`config.mk`:
```
export PLATFORM = sky130hd
export DESIGN_NAME = md_cart_responder
export DESIGN_NICKNAME = d
export VERILOG_FILES = /design/src/rtl/md_cart_responder.sv
export SDC_FILE = /design/constraint.sdc
export NUM_CORES = 1
export LEC_CHECK = 0
export ABC_AREA = 1
export CORE_ASPECT_RATIO = 2
export CORE_MARGIN = 2
export CORE_UTILIZATION = 57
export CTS_BUF_LIST = sky130_fd_sc_hd__clkbuf_16
export DETAILED_ROUTE_END_ITERATION = 7
export GPL_TIMING_DRIVEN = 0
export PLACE_DENSITY = 0.91
export SKIP_LAST_GASP = 1
export SLEW_MARGIN = 20
export SYNTH_ARGS = -nofsm -noshare
export SYNTH_HDL_FRONTEND = slang
export SYNTH_SLANG_ARGS = --single-unit
```
`constraint.sdc`:
```
create_clock -name MCLK -period 2.6 [get_ports MCLK]
set_input_delay 0.52 -clock MCLK [delete_from_list [all_inputs] [get_ports MCLK]]
set_output_delay 0.52 -clock MCLK [all_outputs]
set_load 0.01 [all_outputs]
```
`src/rtl/md_cart_responder.sv`:
```
// Cartridge-port word-read responder with a one-word sequential prefetch buffer over a req/ack backing memory.
// Hit serves 2 MCLK after the pins; miss serves in the mem_ack cycle; memory stalls by withholding mem_ack.
module md_cart_responder #(
    parameter int ADDR_W   = 21,
    parameter int DATA_W   = 16,
    parameter bit PREFETCH = 1'b1
) (
    input  logic              MCLK,
    input  logic              RESET,
    input  logic [ADDR_W-1:0] cart_address,
    input  logic              cart_cs,
    input  logic              cart_oe,
    output logic [DATA_W-1:0] cart_data,
    output logic              cart_ready,
    output logic              mem_req,
    output logic [ADDR_W-1:0] mem_addr,
    input  logic              mem_ack,
    input  logic [DATA_W-1:0] mem_rdata,
    output logic [15:0]       hit_count
);
    localparam logic [1:0] S_IDLE     = 2'd0;
    localparam logic [1:0] S_FETCH    = 2'd1;
    localparam logic [1:0] S_PREFETCH = 2'd2;
    localparam logic [1:0] S_PF_WAIT  = 2'd3;

    logic [1:0]        state;
    logic [ADDR_W-1:0] a_r, a_q, pend_addr, srv_addr, pf_addr, acc_addr;
    logic              cs_r, oe_r, act_q, pend_vld, pf_valid;
    logic [DATA_W-1:0] pf_data;
    logic              act_r, new_acc, acc_go, acc_hit, ack;

    assign act_r    = cs_r & oe_r;
    assign new_acc  = act_r & (~act_q | (a_r != a_q));
    // A fresh access takes priority over one parked while memory was busy.
    assign acc_go   = act_r & (new_acc | pend_vld);
    assign acc_addr = new_acc ? a_r : pend_addr;
    assign acc_hit  = pf_valid & (pf_addr == acc_addr);
    assign ack      = mem_req & mem_ack;

    always_ff @(posedge MCLK or negedge RESET) begin
        if (!RESET) begin
            state      <= S_IDLE;
            a_r        <= '0;
            a_q        <= '0;
            cs_r       <= 1'b0;
            oe_r       <= 1'b0;
            act_q      <= 1'b0;
            pend_vld   <= 1'b0;
            pend_addr  <= '0;
            srv_addr   <= '0;
            pf_valid   <= 1'b0;
            pf_addr    <= '0;
            pf_data    <= '0;
            cart_data  <= '1;
            cart_ready <= 1'b0;
            mem_req    <= 1'b0;
            mem_addr   <= '0;
            hit_count  <= '0;
        end else begin
            a_r   <= cart_address;
            cs_r  <= cart_cs;
            oe_r  <= cart_oe;
            a_q   <= a_r;
            act_q <= act_r;

            if (!act_r || new_acc)
                cart_ready <= 1'b0;

            // An abandoned access is forgotten; a newer one overwrites the parked one.
            if (!act_r)
                pend_vld <= 1'b0;
            else if (new_acc) begin
                pend_vld  <= 1'b1;
                pend_addr <= a_r;
            end

            case (state)
                S_IDLE: begin
                    if (acc_go) begin
                        pend_vld <= 1'b0;
                        if (acc_hit) begin
                            cart_data  <= pf_data;
                            cart_ready <= 1'b1;
                            srv_addr   <= acc_addr;
                            if (hit_count != 16'hFFFF)
                                hit_count <= hit_count + 16'd1;
                            state <= PREFETCH ? S_PREFETCH : S_IDLE;
                        end else begin
                            mem_req  <= 1'b1;
                            mem_addr <= acc_addr;
                            pf_valid <= 1'b0;
                            state    <= S_FETCH;
                        end
                    end
                end
                S_FETCH: begin
                    if (ack) begin
                        mem_req <= 1'b0;
                        // Serve only if the access that launched this fetch is still the live one.
                        if (act_r && !new_acc && !pend_vld) begin
                            cart_data  <= mem_rdata;
                            cart_ready <= 1'b1;
                            srv_addr   <= mem_addr;
                            state      <= PREFETCH ? S_PREFETCH : S_IDLE;
                        end else begin
                            state <= S_IDLE;
                        end
                    end
                end
                S_PREFETCH: begin
                    if (!mem_req) begin
                        mem_req  <= 1'b1;
                        mem_addr <= srv_addr + 1'b1;
                        if (new_acc)
                            state <= S_PF_WAIT;
                    end else if (ack) begin
                        mem_req  <= 1'b0;
                        pf_data  <= mem_rdata;
                        pf_addr  <= mem_addr;
                        pf_valid <= 1'b1;
                        state    <= S_IDLE;
                    end else if (new_acc) begin
                        state <= S_PF_WAIT;
                    end
                end
                default: begin
                    if (ack) begin
                        mem_req  <= 1'b0;
                        pf_data  <= mem_rdata;
                        pf_addr  <= mem_addr;
                        pf_valid <= 1'b1;
                        state    <= S_IDLE;
                    end
                end
            endcase
        end
    end
endmodule

```
* Word-level counts from Yosys, hierarchy flattened
Cells that the tools add are included.
Operators by class: $add $sub $neg 2, reduce and logical (&&, ||, !) cells 18, bitwise logic cells 10, eq/ne operators 12, mux-type cells 51
Operators with widths (number):
- 21-bit two-way mux | 10
- 21-bit one-hot mux with 2 select lines | 3
- 16-bit two-way mux | 6
- 16-bit one-hot mux with 2 select lines | 2
- 21-bit by 1-bit adder with 21-bit output (second input constant) | 1
- 21-bit equality test | 1
- 21-bit inequality test | 1
- 1-bit two-way mux | 18
- 16-bit by 1-bit adder with 16-bit output (second input constant) | 1
- 2-bit two-way mux | 8
- 16-bit inequality test (second input constant) | 1
- 2-bit inequality test (second input constant) | 7
- 4-bit AND reduction | 3
- 2-bit one-hot mux with 3 select lines | 1
- 3-bit AND reduction | 2
- 1-bit bitwise AND | 5
- 5-bit AND reduction | 1
- 1-bit one-hot mux with 2 select lines | 2
- 2-bit nonzero test | 2
- 1-bit zero test | 3
- 1-bit inverter | 3
- 1-bit one-hot mux with 3 select lines | 1
- 3-bit nonzero test | 1
- 2-bit by 1-bit equality test with 1-bit output (second input constant) | 1
- other kinds (7) | 9
Storage, ports and cells: register bits 183, word-level logic and storage cells 110

* Depth between registers and ports, before layout
depth after elaboration 9, depth in mapped cells 22

* Worst setup path before layout
Ideal clock, no wire load.
path kind register to register, from register a_r[7], to register hit_count[9], buffers on the path 2, clock period less this slack 2.310 ns, library setup time 0.117 ns, arrival time 2.193 ns, required time 2.483 ns, cell stages (with the launch flop) 21, slack 0.290 ns, cell sequence dfrtp_1 -> nand2_1 -> nand2_1 -> nor2_1 -> nand2_1 -> nor2_2 -> nand3_4 -> buf_2 -> nand3_2 -> nand2_1 -> nand2_1 -> nand2_1 -> nor2_1 -> nand2_1 -> nor2_1 -> nand2_1 -> nor2_2 -> nand4_2 -> buf_2 -> nand2_1 -> nand2_1
On the way: longest elaborated chain between the ends 7
RTL lines:
- start, declared | line 27 | logic [ADDR_W-1:0] a_r, a_q, pend_addr, srv_addr, pf_addr, acc_addr;
- start signal, assigned | line 60 | a_r <= cart_address;
- 21-bit inequality test | line 33 | assign new_acc = act_r & (~act_q | (a_r != a_q));
- 1-bit bitwise OR | line 33
- 1-bit bitwise AND | line 33
- 21-bit two-way mux
- 21-bit equality test | line 37 | assign acc_hit = pf_valid & (pf_addr == acc_addr);
- 1-bit bitwise AND | line 37
- 4-bit AND reduction (no source line) *
- end signal, assigned | line 86 | hit_count <= hit_count + 16'd1;
- end, declared | line 19 | output logic [15:0] hit_count
Every way passes the cells marked *; elsewhere a longest branch is shown, timed or not. A chain may end at the register's enable or synchronous reset.

* Worst setup path after layout
from register a_r[2], to register mem_addr[16]
On the way: longest elaborated chain between the ends 8
RTL lines:
- 21-bit inequality test | line 33
- 1-bit bitwise OR | line 33
- 1-bit bitwise AND | line 33
- 21-bit two-way mux
- 21-bit equality test | line 37
- 1-bit bitwise AND | line 37
- 2-bit inequality test (no source line)
- 4-bit AND reduction (no source line)
- end signal, assigned | line 90 | mem_addr <= acc_addr;
- end signal, assigned | line 113 | mem_addr <= srv_addr + 1'b1;
- end, declared | line 16 | output logic [ADDR_W-1:0] mem_addr,
Parallel ways exist; a longest one is shown, timed or not. The select of a mux whose other input is x is not followed.

==> results.json <==
{
  "nets": 1374,
  "cp-end-kind": "flip-flop",
  "syn_nets": 1224,
  "fmax_mhz": 316,
  "seq_area_mm2": 0.00460,
  "violations": "setup timing",
  "outcome": "finished, violations left",
  "syn_inst": 1180,
  "finalCriticalPeriod_ns": 3.17,
  "clk_pin_slew_ns": 0.07,
  "cp_max_fo": 10,
  "grt_use_met1_pct": 34.7,
  "finalMaxSlewViolations": 0,
  "h-tree-depth": 4,
  "synth_area_mm2": 0.00939,
  "max_slew_margin_pct": 42.7,
  "multi_input_area_mm2": 0.00465,
  "drc_errors": 0,
  "whs_ns": 0.0575,
  "syn_avg_cell_area_um2": 7.96,
  "cp.arrival_ns": 3.49,
  "worstReg2RegStart": "a_r[2]",
  "period_share_pct": 122,
  "viasPerCell": 5.97,
  "top_usage_layer": "met2",
  "clockBufferDepth": 2,
  "dieArea_mm2": 0.0176,
  "synth_edf_count": 0,
  "r2r_cells": 19,
  "final_cell_mix": "333 x nand2_1, 166 x dfrtp_1, 110 x inv_1",
  "fillers": 1087,
  "routed_wl_um": 32200,
  "critPathLaunchType": "flip-flop",
  "rrSetupSlack_ns": -0.57,
  "ys_ff_latch": 183,
  "grt_start_max_net_pins": 97,
  "coreArea_mm2": 0.0162,
  "drt_iter0_drc": 782,
  "grt_pass1_vias": 9023,
  "synth_cell_types": 36,
  "grt_use_total_pct": 35.2,
  "start_util_pct": 58.0,
  "io_buffers": 96,
  "ir_drop_mv": 0.427,
  "p_per_area_mw_per_mm2": 508,
  "cts_made_buffers": 17,
  "fin_util_pct": 75.6,
  "post_drt_wl_per_cell_um": 20.8,
  "path_class": "reg -> reg",
  "yosys_warnings": 0,
  "final_common_cell": "nand2_1",
  "antenna_found_initial": 0,
  "cp.required_ns": 2.92,
  "yosysSeqAreaShare_pct": 49.0,
  "grt_pass1_wl_um": 46000,
  "cts_root_buffer": "clkbuf_16",
  "rows": 66,
  "async_flop_share_pct": 100,
  "grtUsageMet3_pct": 7.73,
  "vias": 9236,
  "synth_flop_cell": "dfrtp_1",
  "cts_tree": "done",
  "dp_hpwl_um": 20500,
  "clock-sinks": 183,
  "setup_viol": 79,
  "overflow": 0,
  "rsz0062_at_grt": "yes",
  "io_pins": 97,
  "dr.pass1.iters": 8,
  "die_w_um": 94.8,
  "die_y_um": 186,
  "crit_end": "mem_addr[16]",
  "setup_ws_ns": -0.569,
  "max_cap_violations": 0,
  "skew_ns": 0.0135,
  "grt.met2_usage_pct": 61.2,
  "gp_congestion": 1.02,
  "cp-startpoint": "a_r[2]",
  "ant_nets": 0,
  "finalHoldViolations": 0,
  "clock_latency_ns": 0.44,
  "drive_above_1_share_pct": 22.2,
  "worstMarginPinSlew_ns": 0.860,
  "r2r_end": "mem_addr[16]",
  "area_delta_synth_final_pct": 30.2,
  "leakagePower_nw": 5.92,
  "hold_path.class": "in -> async"
}
## kinds of logic after synthesis
kind of cell	Yosys count	share of synthesized area, %
and+or+nand+nor	680	31.2
DFF	183	49.0
buffers and inverters	168	7.46
AOI/OAI and AO/OA	79	4.92
muxes	39	4.46
xor gates and xnor gates	29	2.70
adders and majority gates	2	0.266
## area by class of cell
type                    count  area share (%)
well taps                 204            2.09
inverters                 121            3.71
diodes                      1          0.0205
clock inverters            15            1.03
repair buffers            130            11.0
flip-flops and latches    183            37.6
clock buffers              17            3.48
plain buffers              47            3.00
multi-input cells         830            38.0
## worst min path at each step
stage                        from      endpoint  slack [ns]  cells past startpoint
final                       RESET   pf_data[10]        0.06                      1
after global routing        RESET  srv_addr[10]        0.13                      1
after CTS                   RESET  srv_addr[10]        0.11                      1
after detailed placement  a_r[11]       a_q[11]        0.39                      0
after global placement    a_r[11]       a_q[11]        0.38                      0
after floorplan             RESET        a_q[0]        0.22                      0
## stage by stage
| stage | cell area [um2] | setup slack (ns) | std cells | setup TNS (ns) | total power [mW] |
|---|---|---|---|---|---|
| floorplan | 9390 | 0.290 | 1180 | 0 | 3.31 |
| global placement | 10600 | -6.20 | 1480 | -1139.55 | 3.55 |
| detailed placement | 10600 | -0.672 | 1481 | -47.24 | 3.57 |
| CTS | 11600 | -0.285 | 1533 | -17.70 | 6.06 |
| global route | 12200 | -0.854 | 1547 | -51.92 | 6.39 |
| finish | 12200 | -0.569 | 1548 | -38.33 | 6.22 |
## synthesized netlist by cell type (3+ instances only)
cell type | number | area [um2]
o21ai_2 | 16 | 140
mux2_2 | 23 | 259
nor2_1 | 86 | 323
buf_6 | 6 | 67.6
nand3_2 | 3 | 30.0
dfstp_2 | 16 | 420
clkbuf_1 | 21 | 78.8
inv_1 | 110 | 413
o21ai_0 | 48 | 240
dfrtp_1 | 167 | 4180
nand4_1 | 43 | 269
a21oi_1 | 12 | 60.1
buf_4 | 3 | 22.5
nand2_1 | 412 | 1550
nand3b_1 | 9 | 67.6
xnor2_1 | 8 | 70.1
nor3_1 | 8 | 40.0
nand3_1 | 102 | 510
inv_2 | 11 | 41.3
xor2_1 | 21 | 184
buf_1 | 6 | 22.5
nor2_2 | 4 | 25.0
mux2i_1 | 16 | 160
buf_2 | 11 | 55.1
## layer usage
metal  up-vias  part of all wire (%)
met5         -                     0
met4         0                    10
met3       227                   8.1
met2       603                    51
met1      4333                    31
li1       4073                     -
## state kept, by name, indices dropped and copies added (netlist names)
signal / count
pf_addr: 21
oe_r: 1
a_r: 21
mem_addr: 21
pend_addr: 21
a_q: 21
cs_r: 1
act_q: 1
cart_data: 16
cart_ready: 1
srv_addr: 21
mem_req: 1
state: 2
hit_count: 16
pend_vld: 1
pf_data: 16
pf_valid: 1
## power breakdown
part / switching [mW] / internal [mW] / leakage (nW)
sequential: 0.0546 / 2.92 / 2.27
combinational: 0.495 / 0.249 / 3.37
clock: 1.17 / 1.32 / 0.279
total: 1.72 / 4.50 / 5.92
## timing repair
item / CTS / global route
hold buffers: 0 / 0
pin swaps: 19 / 37
gates resized for setup: 81 / 129
endpoints found under the setup margin: 79 / 79
setup buffers: 16 / 11
gates cloned: 4 / 4
## worst max-delay path: stages (launching register included)
cell and delay (ns):
dfrtp_1 0.45, buf_6 0.15, nand2_4 0.06, nand2_2 0.05, nor2_1 0.09, nand2_1 0.09, nor2_4 0.15, nand3_4 0.19
nand2_8 0.20, clkbuf_16 0.20, nand2_2 0.06, nand3_2 0.10, nand2_2 0.11, nor2_1 0.29, nand2_1 0.11, nor2_2 0.15
nand4_4 0.19, buf_6 0.21, nand4_1 0.14, nand2_1 0.08
No activity file was read; power rests on OpenSTA's default activity.
==> edit: new RTL, same flow settings <==
Set the parameter `ADDR_W` to 17 (it was 21).
--- a/src/rtl/md_cart_responder.sv
+++ b/src/rtl/md_cart_responder.sv
@@ -3,3 +3,3 @@
 module md_cart_responder #(
-    parameter int ADDR_W   = 21,
+    parameter int ADDR_W   = 17,
     parameter int DATA_W   = 16,
Interface: changed (resized cart_address and mem_addr); port bits go from 97 to 89. The function was not compared with the original's and may differ.
==> edit against the original RTL <==
The flow finishes with violations (design-rule violations, negative setup slack); non-clock buffer count up 7; utilization up 1.6 points; wire length down 15%; critical endpoint is now srv_addr[14]; power fell by 6.8%; hold slack better by 0.050 ns; synthesized area decreased by 15%; global-route usage shrank 0.81 points; via count is 13% lower; worst setup slack better by 0.087 ns; critical path depth is 2 higher; design area is 13% lower; sequential cell count is 24 lower; die area decreased by 14%.
==> edit: results (changes against the original RTL) <==
# DRC=21 (+21); failing checks=design-rule violations, negative setup slack; worst clock skew=0.0131 ns (-0.000452 ns); Max-slew headroom=33.2% (-9.4 points); Fillers=806 (-26%); top cells by count, synth=nand2_1, dfrtp_1, inv_1; pin count of the biggest net entering global routing=95 (-2.1%); fin cells=1383 (-11%); maximum vdd ir drop=442 µV (+3.6%); XOR/XNOR Fraction of Synth Area=3.39% (+0.69 points); fraction of layout cells with a size suffix above 1=18.9% (-3.3 points); Synth Area in Compound Gates=6.33% (+1.4 points); post-synthesis sequential area ratio=49.9% (+0.97 points); syn_nets=1058 (-14%); synth top area cells=dfrtp_1, nand2_1, nand3_1; cts bufs inserted=17 (unchanged); slowest stage cell, crit path=dfrtp_2; cells on worst reg2reg path=21 (+2); placed instance count=1296 (-12%); DRT Wirelength=27.2 mm (-15%); hpwl dp=16.3 mm (-20%); critical path's largest stage delay=0.43 ns (-0.02 ns); RD Place Congestion=0.952 (-6.8%); # setup viols final=71 (-10%); GRT Util Overall=34.4% (-0.81 points); LEAKAGE=5.15 nW (-13%); ant diodes=0 (-1); initial antenna violation count=0 (unchanged); mux share of post-synthesis cell area=0.985% (-3.5 points); Synth Instances=1018 (-14%); # port buffers=88 (-8.3%); DP Worst Slack=-0.385 ns (+0.287 ns); CTS root buffer=clkbuf_16; status=complete, but fails checks; crit path max fanout=6 (-4); vias in the first global route=7848 (-13%); worst setup margin=-0.482 ns (+0.0872 ns); Distinct cells, synth=34 (-5.6%); DR vias=8076 (-13%); violation count after the first detailed-route iteration=795 (+1.7%); Critical Path AT=3.42 ns (-0.07 ns); internal power=4.22 mW (-6.2%); Nets=1221 (-11%); DRT Pass-1 Iters=8 (unchanged); first-pass GRT wire length=39.0 mm (-15%); Synth Area in Adders=0.313% (+0.046 points)
edit: final timing paths:
check                        start           end  slack [ns]
hold / removal               RESET        a_r[4]        0.11
setup reg to reg           a_r[14]  srv_addr[14]       -0.48
setup / recovery           a_r[14]  srv_addr[14]       -0.48
min in group MCLK          a_r[13]       a_q[13]        0.45
max in group asynchronous    RESET  cart_data[2]        1.65
hold reg to reg            a_r[13]       a_q[13]        0.45
edit: worst register-to-register path, stage by stage (launching register included):
cell and delay [ns]:
dfrtp_2 0.43, inv_2 0.07, nand2_2 0.08, nand2_2 0.06, nor2_2 0.12, nand2_1 0.10, nor2_2 0.16, nand3_4 0.16
buf_6 0.18, nand3_1 0.25, nand2_1 0.16, nand2_1 0.14, nand2_1 0.07, nor2_1 0.10, nand2_1 0.09, nor2_4 0.19
nand2_4 0.12, nand2_8 0.13, nand2_8 0.09, clkbuf_16 0.16, nand2_1 0.05, nand2_1 0.05
edit: layer usage:
metal | track usage, % | part of all wire [%]
met1 | 34.2 | 32
met2 | 61.2 | 51
met4 | 25.4 | 9.8
met3 | 6.48 | 7.6
met5 | 0 | 0
edit: power groups by stage:
| stage | Sequential (mW) | Clock, mW | Combinational (mW) |
|---|---|---|---|
| global route | 2.59 | 2.71 | 0.634 |
| detailed placement | 2.62 | 0 | 0.407 |
| floorplan | 2.61 | 0 | 0.225 |
| CTS | 2.57 | 2.58 | 0.471 |
| finish | 2.58 | 2.62 | 0.587 |
| global placement | 2.62 | 0 | 0.394 |
edit: logic make-up after synthesis:
family | after synthesis
AND/OR/NAND/NOR | 567
flip-flops | 159
buffers and inverters | 156
AO/OA/AOI/OAI | 96
XOR/XNOR | 31
multiplexers | 7
adder cells (fa/ha/maj) | 2
edit: layout make-up:
cell class	count	area [µm²]	area share, %
inverter	114	429	4.02
clock inverter	15	176	1.65
tap	189	236	2.22
multi-input combinational	705	3670	34.4
clock buffer	17	425	3.99
sequential	159	4000	37.5
timing repair buffer	142	1410	13.3
buffer	42	312	2.92
edit: through the flow:
step           power (mW)  util [%]  setup TNS (ns)  hold slack, ns  area (µm²)
4_1_cts              5.63      73.6           -2.28           0.138       10200
3_5_place_dp         3.03      66.3          -20.54           0.398        9160
5_1_grt              5.93      77.2          -37.91           0.160       10700
6_report             5.79      77.2          -30.68           0.108       10700
2_1_floorplan        2.83         -               0           0.224        8010
3_3_place_gp         3.01      66.0         -824.29           0.403        9120
edit: timing repair:
action,4_1_cts,5_1_grt
hold buffers,0,0
cloned,3,6
endpoints found under the setup margin,70,71
resized for setup,54,73
setup buffers,27,20
pin swaps,13,34
